**config.mk**
```make
export PLATFORM = sky130hd
export DESIGN_NAME = nes_port_ctrl
export DESIGN_NICKNAME = d
export VERILOG_FILES = /design/src/rtl/nes_port_pkg.sv /design/src/rtl/nes_joy_shifter.sv /design/src/rtl/nes_port_ctrl.sv
export SDC_FILE = /design/constraint.sdc
export NUM_CORES = 1
export LEC_CHECK = 0
export CAP_MARGIN = 40
export CORE_MARGIN = 2
export CORE_UTILIZATION = 45
export CTS_CLUSTER_SIZE = 10
export DETAILED_ROUTE_END_ITERATION = 10
export PLACE_DENSITY_LB_ADDON = 0.2
export SETUP_SLACK_MARGIN = 0.05
export SYNTH_ARGS = -nofsm -noshare
export SYNTH_HDL_FRONTEND = slang
export SYNTH_HIERARCHICAL = 1
export SYNTH_SLANG_ARGS = --single-unit
```
**constraint.sdc**
```tcl
create_clock -name clk -period 2.3 [get_ports clk]
set_input_delay 0.46 -clock clk [delete_from_list [all_inputs] [get_ports clk]]
set_output_delay 0.46 -clock clk [all_outputs]
set_load 0.01 [all_outputs]
```
**src/rtl/nes_port_pkg.sv**
```systemverilog
// Shared constants for the NES controller port block: button bit positions,
// turbo enable positions, read counter limit and output reset value.
package nes_port_pkg;

   localparam int unsigned NUM_BUTTONS = 8;

   localparam int unsigned BTN_A      = 0;
   localparam int unsigned BTN_B      = 1;
   localparam int unsigned BTN_SELECT = 2;
   localparam int unsigned BTN_START  = 3;
   localparam int unsigned BTN_UP     = 4;
   localparam int unsigned BTN_DOWN   = 5;
   localparam int unsigned BTN_LEFT   = 6;
   localparam int unsigned BTN_RIGHT  = 7;

   localparam int unsigned TURBO_A_EN = 0;
   localparam int unsigned TURBO_B_EN = 1;

   localparam logic [3:0] CNT_MAX    = 4'd8;
   localparam logic [4:0] DOUT_RESET = 5'b00001;

endpackage

```
**src/rtl/nes_joy_shifter.sv**
```systemverilog
// One controller port: turbo-masked parallel load, serial shift on reads,
// saturating read counter and the registered D0 bit the CPU sees.
module nes_joy_shifter
   import nes_port_pkg::*;
(
   input  logic                   clk,
   input  logic                   reset,
   input  logic                   strobe,
   input  logic                   rd,
   input  logic [NUM_BUTTONS-1:0] joy,
   input  logic [1:0]             turbo,
   input  logic                   turbo_phase,
   output logic                   data_bit
);

   logic [NUM_BUTTONS-1:0] sr;
   logic [3:0]             cnt;
   logic [NUM_BUTTONS-1:0] masked;

   always_comb begin
      masked = joy;
      if (turbo[TURBO_A_EN] && !turbo_phase) masked[BTN_A] = 1'b0;
      if (turbo[TURBO_B_EN] && !turbo_phase) masked[BTN_B] = 1'b0;
   end

   always_ff @(posedge clk) begin
      if (reset) begin
         sr       <= '1;
         cnt      <= CNT_MAX;
         data_bit <= DOUT_RESET[0];
      end else begin
         if (strobe) begin
            sr  <= masked;
            cnt <= '0;
         end else if (rd) begin
            sr <= {1'b1, sr[NUM_BUTTONS-1:1]};
            if (cnt != CNT_MAX) cnt <= cnt + 4'd1;
         end
         // once 8 bits have gone out the port reads as 1 regardless of sr
         data_bit <= (cnt < CNT_MAX) ? sr[0] : 1'b1;
      end
   end

endmodule

```
**src/rtl/nes_port_ctrl.sv**
```systemverilog
// NES $4016/$4017 controller ports: two joypad shifters, shared turbo phase
// generator and zapper mapping for port 2.
module nes_port_ctrl
   import nes_port_pkg::*;
#(
   parameter int unsigned TURBO_DIV = 8
) (
   input  logic                   clk,
   input  logic                   reset,
   input  logic                   strobe,
   input  logic                   rd0,
   input  logic                   rd1,
   input  logic [NUM_BUTTONS-1:0] joy0,
   input  logic [NUM_BUTTONS-1:0] joy1,
   input  logic [1:0]             turbo0,
   input  logic [1:0]             turbo1,
   input  logic                   zapper_sel,
   input  logic                   zapper_light,
   input  logic                   zapper_trigger,
   output logic [4:0]             dout0,
   output logic [4:0]             dout1,
   output logic                   zapper_active
);

   localparam int unsigned EDGE_W = $clog2(TURBO_DIV + 1);

   logic              strobe_q;
   logic [EDGE_W-1:0] edge_cnt;
   logic              turbo_phase;
   logic              zap_trigger_q;
   logic              zap_light_q;
   logic              bit0;
   logic              bit1;

   always_ff @(posedge clk) begin
      if (reset) begin
         strobe_q      <= 1'b0;
         edge_cnt      <= '0;
         turbo_phase   <= 1'b1;
         zapper_active <= 1'b0;
         zap_trigger_q <= 1'b0;
         zap_light_q   <= 1'b0;
      end else begin
         strobe_q      <= strobe;
         zap_trigger_q <= zapper_trigger;
         zap_light_q   <= zapper_light;
         if (strobe) zapper_active <= zapper_sel;
         if (strobe_q && !strobe) begin
            if (edge_cnt == EDGE_W'(TURBO_DIV - 1)) begin
               edge_cnt    <= '0;
               turbo_phase <= ~turbo_phase;
            end else begin
               edge_cnt <= edge_cnt + 1'b1;
            end
         end
      end
   end

   nes_joy_shifter u_port0 (
      .clk         (clk),
      .reset       (reset),
      .strobe      (strobe),
      .rd          (rd0),
      .joy         (joy0),
      .turbo       (turbo0),
      .turbo_phase (turbo_phase),
      .data_bit    (bit0)
   );

   nes_joy_shifter u_port1 (
      .clk         (clk),
      .reset       (reset),
      .strobe      (strobe),
      .rd          (rd1),
      .joy         (joy1),
      .turbo       (turbo1),
      .turbo_phase (turbo_phase),
      .data_bit    (bit1)
   );

   // all mux inputs are registers, so dout1 keeps a pure register-to-pin path
   assign dout0 = {4'b0000, bit0};
   assign dout1 = zapper_active ? {zap_trigger_q, zap_light_q, 3'b000}
                                : {4'b0000, bit1};

endmodule

```
==> results.md <==
- CTS Root Cell: clkbuf_8
- Final Hold Viols: 0
- Register bit count reported by yosys: 35
- Synth Flop Type: dfxtp_1
- Clock Skew: 0.00405 ns
- Ratio of cells with drive above 1 in the final layout: 11.7%
- GRT Overall Usage: 16.5%
- Startpoint type of the worst setup path: flip-flop
- Critical path class: flip-flop to output port
- CP arrival: 1.32 ns
- Fmax: 561 MHz
- Final period util: 77.5%
- Mapped cell area: 1740 um2
- Starting Density: 47.1%
- Final-stage net count: 239
- First DRT Iteration DRCs: 55
- Filler cells: 318
- WP buf/inv: 1
- Syn Area/Cell: 9.98 um2
- Clock slew at reported path FFs: 0.06 ns
- Chip Width: 66.1 um
- Row cnt: 22
- Max Cap Viol: 0
- Max Fanout on Critical Path: 5
- Synth Instances: 174
- CTS Buf Count: 5
- Post-CTS Hold Fix Bufs: 0
- Commonest non-fill, non-tap cell in the layout: dfxtp_1
- Port Buf Inserts: 32
- Vias per cell: 5.03
- Syn. warnings: 6
- IO Count: 39
- Most frequent cells in the layout: 35 x dfxtp_1, 32 x clkdlybuf4s50_1, 16 x mux2i_1
- CTS H-Tree Depth: 2
- Vias in the first global route: 1,280
- Worst path slowest cell: clkdlybuf4s50_1
- First-pass GRT wire length: 5.46 mm
- Sequential element share of the synthesized area: 40.3%
- Placeable Area: 3690 um2
- Initial DRT Pass Iterations: 3
- Class of the worst hold path: flip-flop to flip-flop
- Crit path max-delay family: buffers and inverters
- Die Y: 66.1 um
- GR Overflow Total: 0
- Layout area overhead: 22.8%
- CTS tree: done
- Post-DP HPWL: 2.44 mm
- Detail Route Antenna Nets: 0
- Setup TNS: 0 ns
- Reg area: 701 um2
- Endpoints failing setup: 0
- Antenna diode count: 0
- Largest net degree at the start of global routing: 32
- Cells along the critical path: and2_1 -> clkdlybuf4s50_1
- RSZ-0062 raised after global routing: false
- Pleak: 0.860 nW
- CTS Buffer Depth: 2
- Cts repair resizes: 0
- WP data required: 1.84 ns
- Final wirelength: 3.27 mm
- Post-layout util: 57.8%
- DRC errors left: 0
- Fin crit period: 1.78 ns
- Initial antenna violation count: 0
- Unique cell type count in the Yosys netlist: 32
- Multi-input logic area: 926 um2
- Worst vdd ir: 0.000378 V
- Worst hold slack: 0.453 ns
- Power Dens Cells: 569 nW/um2
- Final GP Congestion: 0.752
- Pins Over Slew Limit: 0
- EDFF count, synth: 0
- Skew-Pair Late Insertion Delay: 0.28 ns
- Post-CTS setup buffers: 0
- Outcome: complete, no violations
- Die area: 4370 um2
- CP max stage delay: 0.53 ns
- Routed wire length per instance: 12.9 um
- CTS sink cnt: 35
- Via count: 1,272
- Setup crit end kind: output port
- Fraction of synthesis flops using an asynchronous set or reset pin: 0%
==> registers in the layout, summed over array words and instances, names as in the netlist, 4 cells and up <==
| name | count |
|---|---|
| u_port0/sr | 8 |
| edge_cnt | 4 |
| u_port0/cnt | 4 |
| u_port1/cnt | 4 |
| u_port1/sr | 8 |
==> routing by layer <==
metal  GRT usage [%]  wire, um  up-vias
met5               0         0        -
met1            18.5      1470      594
met2            28.9      1640       25
met4            5.36        17        0
met3            5.96       140        2
li1                -         -      651
==> cells by family (layout without fill, tap and decap cells) <==
group / Yosys count / in the layout / synth area share, %
and+or+nand+nor: 56 / 56 / 21.4
DFF: 35 / 35 / 40.3
AOI/OAI and AO/OA: 26 / 26 / 9.37
muxes: 26 / 26 / 16.1
buffers and inverters: 22 / 48 / 7.42
adders and majority gates: 5 / 5 / 3.60
xor gates and xnor gates: 3 / 3 / 1.51
other: 1 / 6 / 0.216
==> path summary, 6_finish.rpt <==
kind | from | to | slack, ns | depth (start not counted)
worst min-delay path | u_port1/sr[0]$_SDFFE_PP1P_ | u_port1/data_bit$_SDFF_PP1_ | 0.45 | 1
worst max-delay path | zapper_active$_SDFFE_PP0P_ | dout1[3] | 0.52 | 2
worst max register to register | edge_cnt[0]$_SDFFE_PP0P_ | turbo_phase$_SDFFE_PP1P_ | 0.87 | 4
worst min register to register | u_port1/sr[0]$_SDFFE_PP1P_ | u_port1/data_bit$_SDFF_PP1_ | 0.45 | 1
==> synth_stat cells, types with 3 or more instances <==
| master | n | share of area (%) |
|---|---|---|
| dfxtp_1 | 35 | 40 |
| buf_2 | 4 | 1.2 |
| o21bai_1 | 4 | 1.7 |
| mux2i_1 | 16 | 9.2 |
| nand2_1 | 3 | 0.65 |
| inv_1 | 6 | 1.3 |
| nor3_1 | 5 | 1.4 |
| o21ai_0 | 10 | 2.9 |
| a21boi_0 | 4 | 1.7 |
| nand3b_1 | 4 | 1.7 |
| clkbuf_1 | 3 | 0.65 |
| xor2_1 | 3 | 1.5 |
| buf_4 | 7 | 3.0 |
| ha_1 | 5 | 3.6 |
| a31oi_1 | 4 | 1.4 |
| nor2b_1 | 8 | 2.9 |
| nand3_1 | 5 | 1.4 |
| mux2_2 | 8 | 5.2 |
| nand2b_1 | 14 | 5.0 |
| nor2_1 | 5 | 1.1 |
==> final cells by class <==
type                       instances  share of cell area [%]
clock buffer                       6                    3.40
inverter                           6                    1.06
multi-input combinational        122                    43.4
sequential                        35                    32.9
tap                               48                    2.82
timing repair buffer              36                    16.4
==> power breakdown <==
| part | switching [mW] | internal [mW] |
|---|---|---|
| clock network | 0.190 | 0.201 |
| logic | 0.0683 | 0.101 |
| registers | 0.0177 | 0.635 |
| total | 0.276 | 0.937 |
==> through the flow <==
| step | total power, mW | setup WS [ns] | cells | instance area [um2] |
|---|---|---|---|---|
| after floorplan | 0.767 | 0.992 | 179 | 1760 |
| after global placement | 0.827 | 0.476 | 247 | 2060 |
| after detailed placement | 0.835 | 0.433 | 247 | 2060 |
| after CTS | 1.23 | 0.489 | 253 | 2130 |
| after global routing | 1.28 | 0.426 | 253 | 2130 |
| final | 1.21 | 0.517 | 253 | 2130 |
Power figures use the tool's default switching activity.
